`config.mk`:
```
export PLATFORM = sky130hd
export DESIGN_NAME = onchip_mem_arbiter
export DESIGN_NICKNAME = d
export VERILOG_FILES = /design/src/rtl/onchip_mem_arbiter.sv
export SDC_FILE = /design/constraint.sdc
export NUM_CORES = 1
export LEC_CHECK = 0
export CELL_PAD_IN_SITES_DETAIL_PLACEMENT = 1
export CELL_PAD_IN_SITES_GLOBAL_PLACEMENT = 1
export CORE_MARGIN = 10
export CORE_UTILIZATION = 10
export DETAILED_ROUTE_END_ITERATION = 8
export PLACE_DENSITY_LB_ADDON = 0.2
export SETUP_SLACK_MARGIN = 0.05
export SLEW_MARGIN = 40
export SYNTH_ARGS = -nofsm -noshare
export SYNTH_HDL_FRONTEND = slang
export SYNTH_SLANG_ARGS = --single-unit
```
`constraint.sdc`:
```
create_clock -name clk -period 2.4 [get_ports clk]
set_input_delay 0.72 -clock clk [delete_from_list [all_inputs] [get_ports clk]]
set_output_delay 0.72 -clock clk [all_outputs]
set_load 0.01 [all_outputs]
```
`src/rtl/onchip_mem_arbiter.sv`:
```
// Round-robin arbiter sharing one single-port, read-latency-1 on-chip RAM
// between two Avalon-MM requesters; read data is routed back to its issuer.
module onchip_mem_arbiter #(
  parameter int ADDR_W = 14,
  parameter int DATA_W = 32
) (
  input  logic                  clk,
  input  logic                  reset_n,
  input  logic [ADDR_W-1:0]     m0_address,
  input  logic [DATA_W/8-1:0]   m0_byteenable,
  input  logic                  m0_read,
  input  logic                  m0_write,
  input  logic [DATA_W-1:0]     m0_writedata,
  output logic                  m0_waitrequest,
  output logic [DATA_W-1:0]     m0_readdata,
  output logic                  m0_readdatavalid,
  input  logic [ADDR_W-1:0]     m1_address,
  input  logic [DATA_W/8-1:0]   m1_byteenable,
  input  logic                  m1_read,
  input  logic                  m1_write,
  input  logic [DATA_W-1:0]     m1_writedata,
  output logic                  m1_waitrequest,
  output logic [DATA_W-1:0]     m1_readdata,
  output logic                  m1_readdatavalid,
  output logic [ADDR_W-1:0]     mem_address,
  output logic [DATA_W/8-1:0]   mem_byteenable,
  output logic                  mem_chipselect,
  output logic                  mem_write,
  output logic [DATA_W-1:0]     mem_writedata,
  output logic                  mem_clken,
  input  logic [DATA_W-1:0]     mem_readdata
);

  logic req_0;
  logic req_1;
  logic any_req;
  logic grant_sel;
  logic sel;
  logic granted_write;
  logic rd_accept;

  logic prio;
  logic rd_pend;
  logic rd_owner;

  assign req_0   = m0_read | m0_write;
  assign req_1   = m1_read | m1_write;
  assign any_req = req_0 | req_1;

  // Only contention consults the pointer; a lone requester always wins.
  assign grant_sel = (req_0 & req_1) ? prio : req_1;

  // When idle, steer the mux to the port granted last (prio points away
  // from it), so mem_address keeps presenting that port's address.
  assign sel = any_req ? grant_sel : ~prio;

  assign mem_address    = sel ? m1_address    : m0_address;
  assign mem_byteenable = sel ? m1_byteenable : m0_byteenable;
  assign mem_writedata  = sel ? m1_writedata  : m0_writedata;
  assign granted_write  = sel ? m1_write      : m0_write;

  assign mem_chipselect = any_req;
  assign mem_write      = any_req & granted_write;
  assign mem_clken      = 1'b1;

  assign rd_accept = any_req & ~granted_write;

  assign m0_waitrequest = req_0 & grant_sel;
  assign m1_waitrequest = req_1 & ~grant_sel;

  always_ff @(posedge clk or negedge reset_n) begin
    if (!reset_n) begin
      prio     <= 1'b0;
      rd_pend  <= 1'b0;
      rd_owner <= 1'b0;
    end else begin
      if (any_req) begin
        prio <= ~grant_sel;
      end
      rd_pend <= rd_accept;
      if (rd_accept) begin
        rd_owner <= grant_sel;
      end
    end
  end

  // The RAM's fixed one-cycle latency means a single owner bit suffices.
  assign m0_readdatavalid = rd_pend & ~rd_owner;
  assign m1_readdatavalid = rd_pend &  rd_owner;
  assign m0_readdata      = mem_readdata;
  assign m1_readdata      = mem_readdata;

endmodule

```
Yosys cells after proc, flatten, opt, wreduce, memory -nomap -nowiden
Index checks and enable logic that the tools add are counted.
Widths: inputs -> output; s select.
{"block": "op_classes", "n_addsub": 0, "mul": 0, "n_div": 0, "order_cmp": 0, "eq_ne": 0, "shifts": 0, "mux": 6, "n_bitwise": 14, "reduce_logical": 0}
{"operator": "$mux 32", "n": 1}
{"operator": "$mux 14", "n": 1}
{"operator": "$and 1x1->1", "n": 7}
{"operator": "$mux 4", "n": 1}
{"operator": "$not 1->1", "n": 4}
{"operator": "$mux 1", "n": 3}
{"operator": "$or 1x1->1", "n": 3}
{"block": "word_totals", "regBits": 3, "latchBits": 0, "ramBits": 0, "rom_bits": 0, "input_bits": 138, "out_inout_bits": 121, "wordCells": 23, "n_memories": 0}

Depth between registers and ports, before layout
Gate-level depths: netlist (run 1).
{"block": "logic_depth", "word_depth": 7, "ltp_mapped": 5, "mapped_depth_nobuf": 3}

Worst setup path before layout (run 1)
Ideal clock, no wire load.
{"block": "synth_timing", "kind": "input-to-output", "start": "in m0_write", "end": "out mem_address[10]", "arrival_time_ps": 1638, "required_time_ps": 1680, "path_slack_ps": 42, "path_stages": 3, "path_buffers": 1, "path_cell_list": "o31ai_4 > buf_6 > mux2_2"}
{"block": "synth_via", "elab_chain_len": 5, "word_cells_on_any_way": 6}
{"item": "start, declared", "line": "12", "rtl": "input logic m0_write,"}
{"item": "$or 1x1->1 (*)", "line": "46", "rtl": "assign req_0 = m0_read | m0_write;"}
{"item": "$and 1x1->1", "line": "51", "rtl": "assign grant_sel = (req_0 & req_1) ? prio : req_1;"}
{"item": "$mux 1", "line": "51"}
{"item": "$mux 1 (*)", "line": "55", "rtl": "assign sel = any_req ? grant_sel : ~prio;"}
{"item": "$mux 14 (*)", "line": "57", "rtl": "assign mem_address = sel ? m1_address : m0_address;"}
{"item": "end, declared", "line": "25", "rtl": "output logic [ADDR_W-1:0] mem_address,"}
Mark *: on every way between the ends. The rest lies on a longest branch, timed or not.

Final worst setup path (run 1)
{"block": "layout_timing", "start": "in m1_write", "end": "out mem_writedata[10]"}
{"block": "layout_via", "elab_chain_len": 5, "word_cells_on_any_way": 6}
{"item": "start, declared", "line": "20", "rtl": "input logic m1_write,"}
{"item": "$or 1x1->1 (*)", "line": "47", "rtl": "assign req_1 = m1_read | m1_write;"}
{"item": "$and 1x1->1", "line": "51"}
{"item": "$mux 1", "line": "51"}
{"item": "$mux 1 (*)", "line": "55"}
{"item": "$mux 32 (*)", "line": "59", "rtl": "assign mem_writedata = sel ? m1_writedata : m0_writedata;"}
{"item": "end, declared", "line": "29", "rtl": "output logic [DATA_W-1:0] mem_writedata,"}
Marked as above.

==> run_results.csv, run 1 <==
group,metric,value,unit
grt,track_usage,7.39,%
grt,grt_pass1_vias,1660,
layout,num_antenna_cells,0,
logic_synthesis,synth_top_flop_cell,"dfrtp_1",
logic_synthesis,synth_top_area_share,35.2,%
route,routed_wl,7.84,mm
logic_synthesis,synthesis.area,1390,um2
critical_path,crit_top_cell,"buf_12",
route,routedWlPerCell,17.8,um
sta,report.final.hold_viol_count,0,
grt,antenna_found_initial,0,
clock_tree,cts.hold.buffers_added,0,
floorplan,rows,42,
critical_path,path_max_fanout,5,
power,power_density,479,nW/um2
layout,area_growth,141,%
sta,holdWs,602,ps
route,first_pass_iters,2,
placed_design,place.gp.congestion,0.687,
sta,setup_slack,-327,ps
sta,setup_tns,-12050,ps
layout,seqCellArea,75.1,um2
outcome,outcome,"finished, violations left",
power,vdd_ir_drop_max,0.000137,V
min_path,min_path_type,"flop to flop",
route,drt_iter0_drc,8,
clock_tree,clk_latency,220,ps
floorplan,die-height,138,um
layout,multi_input_area,882,um2
route,antenna_left,0,
critical_path,crit_family,"buffers and inverters",
logic_synthesis,yosysSeqAreaShare,5.41,%
clock_tree,htree_num_levels,1,
logic_synthesis,ys_async_sr_fraction,100,%
sta,clock_skew,1.16,ps
sta,max_freq,0.367,GHz
placed_design,dpl.hpwl,5.81,mm
clock_tree,clock-sinks,3,
layout,num-nets-final,402,
logic_synthesis,synthTopCellsByArea,"buf_4, mux2_2, mux2_4",
logic_synthesis,ys_warn_count,0,
placed_design,portBuffers,161,
logic_synthesis,synth_cell_type_count,20,
logic_synthesis,synth_cells,144,
sta,setup_violations,50,
clock_tree,cts_tree,"yes",
logic_synthesis,yosysTopAreaCell,"buf_4",
route,vias,1446,
critical_path,worstPathBufferInverterCount,6,
layout,nFillCells,1516,
grt,grt_pass1_wl,10.6,mm
sta,rsz0062_at_grt,"yes",
placed_design,dpl_cell_area,2740,um2
clock_tree,cts_buffers,3,
critical_path,cp.arrival,2010,ps
floorplan,ios,259,
logic_synthesis,yosysMostFrequentCell,"buf_4",
critical_path,worstPathRequired,1680,ps
logic_synthesis,synth-seq-cells,3,
layout,drive_above_1_share,52.1,%
outcome,violations,"setup timing",
grt,grt_max_degree,8,
placed_design,pre_cts_ws,-1060,ps
critical_path,cpPeakStageDelay,310,ps
route,vias_per_cell,3.29,
layout,final_util,25.0,%
floorplan,dieWidth,138,um
run,drv_cap,0,
clock_tree,root_buffer,"clkbuf_16",
sta,fin_crit,2730,ps
clock_tree,cts_buffer_depth,2,
floorplan,die-area,19000,um2
sta,slew_violations,0,
critical_path,cp-start-kind,"primary input",
grt,grt_overflow,0,
layout,design_area,3350,um2
floorplan,initial_core_util,10.4,%
logic_synthesis,avgSynthCellArea,9.64,um2
route,drcViolationCount,0,
sta,period_share,114,%
logic_synthesis,netlist_top_cells_count,"buf_4, mux2_2, mux2_4",
logic_synthesis,synth_nets,282,
critical_path,endpoint_kind,"output port",
critical_path,cp_slowest_cell,"mux2_4",
clock_tree,clk_pin_slew,30,ps
critical_path,crit_type,"primary input to output port",
logic_synthesis,synth_edf_count,0,
floorplan,core_area,13400,um2
power,leakagePower,1.48,nW
critical_path,crit_chain,"buf_8 -> o21ai_4 -> o31ai_4 -> buf_6 -> buf_12 -> buf_12 -> buf_12 -> mux2_4 -> buf_6",
-- cells by family after synthesis --
group	Yosys count	synth area share, %
AOI/OAI and AO/OA	8	4.51
buffers and inverters	73	40.6
and+or+nand+nor	9	3.52
DFF	3	5.41
other	1	0.270
muxes	50	45.7
-- stage by stage --
stage                     power [mW]  std cells
after detailed placement       0.968        419
after floorplan                0.584        144
after global routing            1.70        439
final                           1.60        439
after global placement         0.966        419
after CTS                       1.65        440
-- registers in the layout, indices dropped and copies added, names as in the netlist --
signal and flops:
prio 1, rd_owner 1, rd_pend 1
-- final timing paths --
check / startpoint / end / slack [ps] / depth (start not counted)
setup reg to reg: prio / prio / 1030 / 6
max in group asynchronous: reset_n / prio / 1540 / 1
hold / removal: rd_owner / rd_owner / 600 / 2
hold reg to reg: rd_owner / rd_owner / 600 / 2
min in group asynchronous: reset_n / rd_owner / 700 / 1
setup / recovery: m1_write / mem_writedata[10] / -330 / 9
-- placed cells by master, fill, tap and decap left out, drive strengths merged, types with 2 or more instances in the layout --
cell / count
o21ai: 3
inv: 2
a21oi: 2
clkdlybuf4s50: 103
nor2b: 2
mux2: 50
buf: 80
dfrtp: 3
clkbuf: 4
dlygate4sd2: 3
nor2: 2
-- per-layer routing --
layer,up-vias,share of wire [%],global-route usage (%)
met5,-,0,0
met4,0,0.98,1.91
met3,15,13,3.42
met2,104,49,12.2
met1,662,38,8.43
li1,665,-,-
-- area by class of cell --
| cell class | count | share of cell area (%) |
|---|---|---|
| Timing Repair Buffer | 186 | 62.2 |
| Multi-Input combinational cell | 68 | 26.4 |
| Tap cell | 176 | 6.58 |
| Clock buffer | 4 | 2.36 |
| Sequential cell | 3 | 2.24 |
| Inverter | 2 | 0.224 |
-- worst register-to-register path, cell delays in order, from the launching register on --
cell     delay, ps
dfrtp_1        440
o31ai_4        290
buf_6          150
buf_12         110
buf_12         100
buf_8          120
inv_1           50
-- where the power goes --
part	total, mW	internal, mW	switching (mW)
Sequential	0.0703	0.0600	0.0103
Combinational	1.27	0.851	0.420
Clock	0.263	0.219	0.0442
Total	1.60	1.13	0.474
-- repair_timing --
action | 4_1_cts | 5_1_grt
pin swaps | 3 | 1
gates cloned | 7 | 0
resized for setup | 339 | 3
buffers inserted | 11 | 1
setup endpoints to repair | 54 | 51
Note: power is estimated with default switching activity, not from simulation.
==> run 2: changes to the inputs <==
--- a/config.mk
+++ b/config.mk
@@ -7,10 +7,11 @@
 export LEC_CHECK = 0
 export CELL_PAD_IN_SITES_DETAIL_PLACEMENT = 1
 export CELL_PAD_IN_SITES_GLOBAL_PLACEMENT = 1
-export CORE_MARGIN = 10
+export CORE_ASPECT_RATIO = 1.4
+export CORE_MARGIN = 2
 export CORE_UTILIZATION = 10
 export DETAILED_ROUTE_END_ITERATION = 8
-export PLACE_DENSITY_LB_ADDON = 0.2
+export PLACE_DENSITY = 0.71
 export SETUP_SLACK_MARGIN = 0.05
 export SLEW_MARGIN = 40
 export SYNTH_ARGS = -nofsm -noshare
==> run_results.csv, run 2 (synthesis gave the netlist of run 1 again) <==
group,metric,value,unit
outcome,outcome,"finished, violations left",
outcome,violations,"setup timing",
critical_path,cp.arrival,2000,ps
route,drcViolationCount,0,
layout,num_antenna_cells,0,
layout,mostFrequentLayoutCells,"clkdlybuf4s50_1, buf_6, mux2_4",
sta,max_freq,0.368,GHz
floorplan,die-area,14800,um2
clock_tree,cts_buffer_depth,2,
sta,holdWs,606,ps
critical_path,crit_type,"primary input to output port",
route,routedWlPerCell,15.4,um
sta,rsz0062_at_grt,"yes",
placed_design,place_inst,423,
route,vias_per_cell,3.36,
grt,grt_max_degree,13,
route,drt_iter0_drc,29,
power,p_sw,446,uW
grt,antenna_found_initial,0,
route,routed_wl,6.81,mm
sta,fin_crit,2720,ps
critical_path,worstPathBufferInverterCount,6,
clock_tree,cts_tree,"yes",
power,seq_power_share,4.7,%
power,vdd_ir_drop_max,0.000191,V
grt,grt_pass1_wl,9.57,mm
power,finalPower,1.52,mW
critical_path,path_max_fanout,7,
power,power_density,465,nW/um2
clock_tree,clk_latency,220,ps
placed_design,dpl_cell_area,2750,um2
layout,num-nets-final,398,
critical_path,cpPeakStageDelay,290,ps
layout,design_area,3280,um2
clock_tree,htree_num_levels,1,
clock_tree,clock-sinks,3,
placed_design,dpl.hpwl,5.11,mm
power,p_clk_share,17.6,%
critical_path,crit_chain,"buf_8 -> o21ai_4 -> o31ai_4 -> buf_6 -> buf_6 -> buf_12 -> buf_6 -> mux2_4 -> buf_6",
grt,grt_overflow,0,
critical_path,worstPathRequired,1680,ps
critical_path,cp_slowest_cell,"mux2_4",
sta,period_share,113,%
grt,grt_pass1_vias,1739,
route,first_pass_iters,3,
floorplan,dieWidth,104,um
floorplan,rows,50,
layout,instances_no_fill,441,
sta,setup_slack,-316,ps
floorplan,ios,259,
critical_path,crit_family,"buffers and inverters",
layout,final_common_cell,"clkdlybuf4s50_1",
power,swShare,29.3,%
route,vias,1483,
sta,setup_tns,-9740,ps
power,leakagePower,1.44,nW
clock_tree,clk_pin_slew,30,ps
floorplan,die-height,143,um
placed_design,place.gp.congestion,0.676,
placed_design,portBuffers,161,
sta,clock_skew,0.788,ps
power,internal_power,1.08,mW
layout,area_growth,136,%
layout,seqCellArea,75.1,um2
clock_tree,cts_buffers,3,
route,antenna_left,0,
layout,final_util,24.4,%
floorplan,initial_core_util,10.3,%
layout,multi_input_area,882,um2
sta,report.final.hold_viol_count,0,
run,drv_cap,0,
layout,largestRegisters,"prio x1, rd_owner x1, rd_pend x1",
min_path,min_path_type,"flop to flop",
floorplan,core_area,13500,um2
critical_path,cp-start-kind,"primary input",
critical_path,endpoint_kind,"output port",
placed_design,pre_cts_ws,-1040,ps
grt,track_usage,8.41,%
layout,nFillCells,1516,
sta,slew_violations,0,
power,power_frac_comb,77.7,%
layout,drive_above_1_share,51.0,%
critical_path,crit_top_cell,"buf_6",
sta,setup_violations,50,
clock_tree,root_buffer,"clkbuf_16",
run 2: cell count changes in the layout (fill, tap and decap cells not counted), sizes merged:
| cell | before | now |
|---|---|---|
| clkdlybuf4s15 | 0 | 1 |
| buf | 80 | 74 |
| clkbuf | 4 | 5 |
run 2: worst paths after layout:
| kind | start | end | slack, ps | cells after the start |
|---|---|---|---|---|
| setup reg to reg | prio | prio | 1040 | 5 |
| hold reg to reg | rd_owner | rd_owner | 610 | 2 |
| min in group asynchronous | reset_n | rd_pend | 680 | 1 |
| max in group asynchronous | reset_n | rd_owner | 1580 | 1 |
| hold / removal | rd_owner | rd_owner | 610 | 2 |
| setup / recovery | m1_write | mem_address[10] | -320 | 9 |
run 2: layout make-up:
type / instances / share of cell area (%)
well taps: 182 / 6.95
clock buffers: 4 / 2.40
flip-flops and latches: 3 / 2.29
multi-input cells: 68 / 26.9
inverters: 2 / 0.229
repair buffers: 182 / 61.2
run 2: worst register-to-register path, stage by stage (launching register included):
cell	delay (ps)
dfrtp_1	470
o31ai_4	320
buf_6	190
buf_8	140
buf_4	110
inv_1	30
run 2: metal layers:
layer | wire [um] | vias to the layer above | GRT usage (%)
met5 | 0 | - | 0
met4 | 401 | 0 | 4.98
met3 | 634 | 45 | 2.13
met2 | 3910 | 119 | 18.4
met1 | 1870 | 670 | 6.34
li1 | - | 649 | -
run 2: power by group through the flow:
stage / combinational [mW] / clock, mW / sequential, mW
floorplan: 0.520 / 0 / 0.0642
global placement: 0.870 / 0 / 0.0697
detailed placement: 0.885 / 0 / 0.0705
CTS: 1.18 / 0.271 / 0.0720
global route: 1.25 / 0.277 / 0.0738
finish: 1.18 / 0.268 / 0.0721
run 2: what timing repair did:
item / CTS / global route
endpoints found under the setup margin: 54 / 51
cloned: 5 / 1
pin swaps: 2 / 3
setup buffers: 8 / 2
endpoints found under the hold margin: 0 / 0
hold buffers: 0 / 0
gates resized for setup: 310 / 18
==> run 3: changes to the inputs <==
--- a/config.mk
+++ b/config.mk
@@ -9,9 +9,10 @@
 export CELL_PAD_IN_SITES_GLOBAL_PLACEMENT = 1
 export CORE_ASPECT_RATIO = 1.4
 export CORE_MARGIN = 2
-export CORE_UTILIZATION = 10
+export CORE_UTILIZATION = 11
+export CTS_BUF_LIST = sky130_fd_sc_hd__clkbuf_8
 export DETAILED_ROUTE_END_ITERATION = 8
-export PLACE_DENSITY = 0.71
+export PLACE_DENSITY = 0.77
 export SETUP_SLACK_MARGIN = 0.05
 export SLEW_MARGIN = 40
 export SYNTH_ARGS = -nofsm -noshare
==> run_results.csv, run 3 (synthesis gave the netlist of run 1 again) <==
group,metric,value,unit
critical_path,cp-start-kind,"primary input",
layout,num-nets-final,410,
sta,rsz0062_at_grt,"yes",
grt,grt_pass1_wl,9.23,mm
route,drcViolationCount,0,
route,routed_wl,6.85,mm
grt,grt_pass1_vias,1684,
floorplan,initial_core_util,11.3,%
grt,antenna_found_initial,0,
sta,clock_skew,3.51,ps
floorplan,rows,48,
placed_design,portBuffers,161,
sta,report.final.hold_viol_count,0,
route,drt_iter0_drc,8,
clock_tree,htree_num_levels,1,
layout,largestRegisters,"prio x1, rd_owner x1, rd_pend x1",
clock_tree,cts_buffer_depth,2,
route,first_pass_iters,4,
placed_design,place.gp.congestion,0.711,
route,vias_per_cell,3.57,
sta,fin_crit,2650,ps
sta,period_share,110,%
grt,use_met2,16.3,%
critical_path,worstPathRequired,1680,ps
floorplan,die-height,137,um
grt,track_usage,8.85,%
clock_tree,clock-sinks,3,
clock_tree,cts.hold.buffers_added,0,
sta,setup_slack,-251,ps
grt,grt.met3_usage,3.06,%
outcome,outcome,"finished, violations left",
layout,area_growth,135,%
route,routedWlPerCell,16.3,um
clock_tree,clk_pin_slew,30,ps
layout,drive_above_1_share,53.1,%
clock_tree,clk_latency,210,ps
min_path,min_path_type,"flop to flop",
power,power_density,439,nW/um2
layout,mostFrequentLayoutCells,"clkdlybuf4s50_1, buf_6, mux2_4",
critical_path,crit_type,"primary input to output port",
critical_path,cp.arrival,1930,ps
clock_tree,cts_tree,"yes",
grt,grt_max_degree,9,
layout,final_common_cell,"clkdlybuf4s50_1",
critical_path,path_max_fanout,5,
placed_design,pre_cts_ws,-1080,ps
floorplan,dieWidth,98.9,um
power,vdd_ir_drop_max,0.000114,V
grt,grt_overflow,0,
critical_path,endpoint_kind,"output port",
floorplan,die-area,13500,um2
clock_tree,root_buffer,"clkbuf_8",
placed_design,dpl.hpwl,5.33,mm
sta,setup_violations,50,
layout,final_util,26.5,%
layout,design_area,3260,um2
run,drv_cap,0,
sta,slew_violations,0,
outcome,violations,"setup timing",
clock_tree,cts_buffers,3,
floorplan,core_area,12300,um2
route,vias,1501,
power,leakagePower,1.47,nW
sta,holdWs,572,ps
sta,max_freq,0.377,GHz
sta,setup_tns,-10900,ps
placed_design,dpl_cell_area,2800,um2
route,antenna_left,0,
grt,met1_usage,8.51,%
floorplan,ios,259,
layout,num_antenna_cells,0,
grt,busiest_layer,"met2",
==> run 3: power by group <==
group | internal [mW] | total (mW) | switching [mW] | leakage [nW]
Clock | 0.109 | 0.139 | 0.0308 | 0.0269
Combinational | 0.830 | 1.22 | 0.394 | 1.41
Sequential | 0.0600 | 0.0705 | 0.0104 | 0.0354
==> run 3: layer usage <==
metal  wire length (um)  up-vias
li1                   -      674
met1               2150      661
met2               3530      116
met3                872       50
met4                292        0
met5                  0        -
==> run 3: final timing paths <==
| kind | from | endpoint | slack, ps | depth (start not counted) |
|---|---|---|---|---|
| max in group asynchronous | reset_n | prio | 1560 | 1 |
| hold / removal | rd_owner | rd_owner | 570 | 2 |
| min in group asynchronous | reset_n | rd_owner | 690 | 1 |
| setup / recovery | m0_read | mem_address[11] | -250 | 7 |
| hold reg to reg | rd_owner | rd_owner | 570 | 2 |
| setup reg to reg | prio | prio | 1000 | 6 |
==> run 3: cell type report <==
class / count / area [um2]
Fill cell: 1369 / 9050
Timing Repair Buffer: 194 / 2070
Multi-Input combinational cell: 68 / 875
Tap cell: 150 / 188
Sequential cell: 3 / 75.1
Clock buffer: 3 / 41.3
Inverter: 2 / 7.51
Clock inverter: 1 / 3.75
==> run 3: worst max-delay path, stage by stage <==
cell and delay (ps):
buf_6 100, o31ai_4 250, buf_6 190, buf_12 120, buf_16 120, mux2_4 300, buf_6 120
==> run 3: repair_timing <==
action | CTS | global route
gates resized for setup | 304 | 31
setup endpoints to repair | 54 | 51
setup buffers | 8 | 3
pin swaps | 2 | 1
gates cloned | 4 | 1
==> run 3: stage by stage <==
step,total power [mW],std cells
finish,1.43,421
CTS,1.42,419
global route,1.51,421
detailed placement,1.01,403
global placement,1.00,403
floorplan,0.584,144
==> variant, RTL diff (settings of run 2) <==
Set the parameter `ADDR_W` to 16 (it was 14).
--- a/src/rtl/onchip_mem_arbiter.sv
+++ b/src/rtl/onchip_mem_arbiter.sv
@@ -3,3 +3,3 @@
 module onchip_mem_arbiter #(
-  parameter int ADDR_W = 14,
+  parameter int ADDR_W = 16,
   parameter int DATA_W = 32
Ports: changed (resized m0_address, m1_address and mem_address); port bits go from 259 to 265. No check against the original RTL was run, so the function may have changed too.
==> variant against run 2 <==
Wire length down 3.5%. Total power down 0.97%. Area after synthesis down 1.9%. Setup slack better by 7.9 ps. The flow still finishes with violations (setup timing). Critical path type unchanged. Core utilization up 0.63 points. Sequential cell count unchanged. Cell area up 1.6%.
==> variant: results (changes against run 2) <==
Status
  – Failing checks: setup timing
  – Status: finished, violations left

Global route
  – Largest net degree at the start of global routing: 14 (+1)
  – GR Util met2: 0.154 (-0.0303)
  – Global routing usage on met3: 0.0236 (+0.00226)
  – Vias in the first global route: 1602 (-7.9%)
  – Global-route wire length before repair: 8.42 mm (-12%)

STA
  – Clock skew: 1.23 ps (+0.444 ps)
  – Final Setup Violations: 52 (+4.0%)
  – Setup WS post-layout: -308 ps (+7.92 ps)

Routing
  – Via count: 1535 (+3.5%)
  – WL met1: 1.94 mm (+3.7%)
  – Routed length on met2: 3.54 mm (-9.2%)
  – Drt wl/cell: 14.3 µm (-7.1%)
  – Met3 WL: 889 µm (+40%)
  – Final Routed Wirelength: 6.57 mm (-3.5%)

Synthesis
  – Post-synthesis compound-gate area fraction: 0.0469 (+0.00179)
  – Syn_area_per_cell: 9.32 µm² (-3.2%)
  – Synth top cells by count: buf_4, mux2_2, buf_6
  – Mux cell area share after synthesis: 0.444 (-0.0132)
  – Sequential-to-total area share from yosys stat: 0.0551 (+0.00104)
  – Mapped Nets: 288 (+2.1%)

Setup path
  – Crit. Startpoint: m1_read
  – Worst Path Max Fanout: 6 (-1)

Cells and area
  – Final nets: 419 (+5.3%)

Power
  – Leak: 1.49 nW (+3.1%)
  – Switching Share: 0.290 (-0.00265)
  – Sw power: 438 µW (-1.9%)

Place
  – Cells after DPL: 440 (+4.0%)
  – PortBufs: 167 (+3.7%)
  – Dpl ws: -1050 ps (-11.9 ps)
  – Placed Instance Area: 0.00303 mm² (+10%)
  – Routability Congestion: 0.701 (+3.6%)
-- variant: area by class of cell --
| cell class | count | area (µm²) | area share |
|---|---|---|---|
| multi-input combinational | 70 | 906 | 0.272 |
| sequential | 3 | 75.1 | 0.0225 |
| clock buffer | 4 | 78.8 | 0.0237 |
| inverter | 2 | 7.51 | 0.00225 |
| tap | 182 | 228 | 0.0683 |
| timing repair buffer | 197 | 2040 | 0.611 |
-- variant: final timing paths --
kind,slack [ps],depth (start not counted),endpoint
setup / recovery,-310,9,mem_writedata[25]
setup reg to reg,1090,4,prio
max in group asynchronous,1580,1,rd_owner
hold reg to reg,590,2,rd_owner
hold / removal,590,2,rd_owner
min in group asynchronous,680,1,prio
-- variant: repair_timing --
action,in CTS,in global routing
gates cloned,1,0
pin swaps,2,1
resized for setup,284,35
setup endpoints to repair,56,55
setup buffers,7,8
-- variant: worst register-to-register path, delay by kind of cell (launching register included) --
kind            cells  cell delay (ps)
compound gates      1              370
buf+inv             3              380
flops               1              450
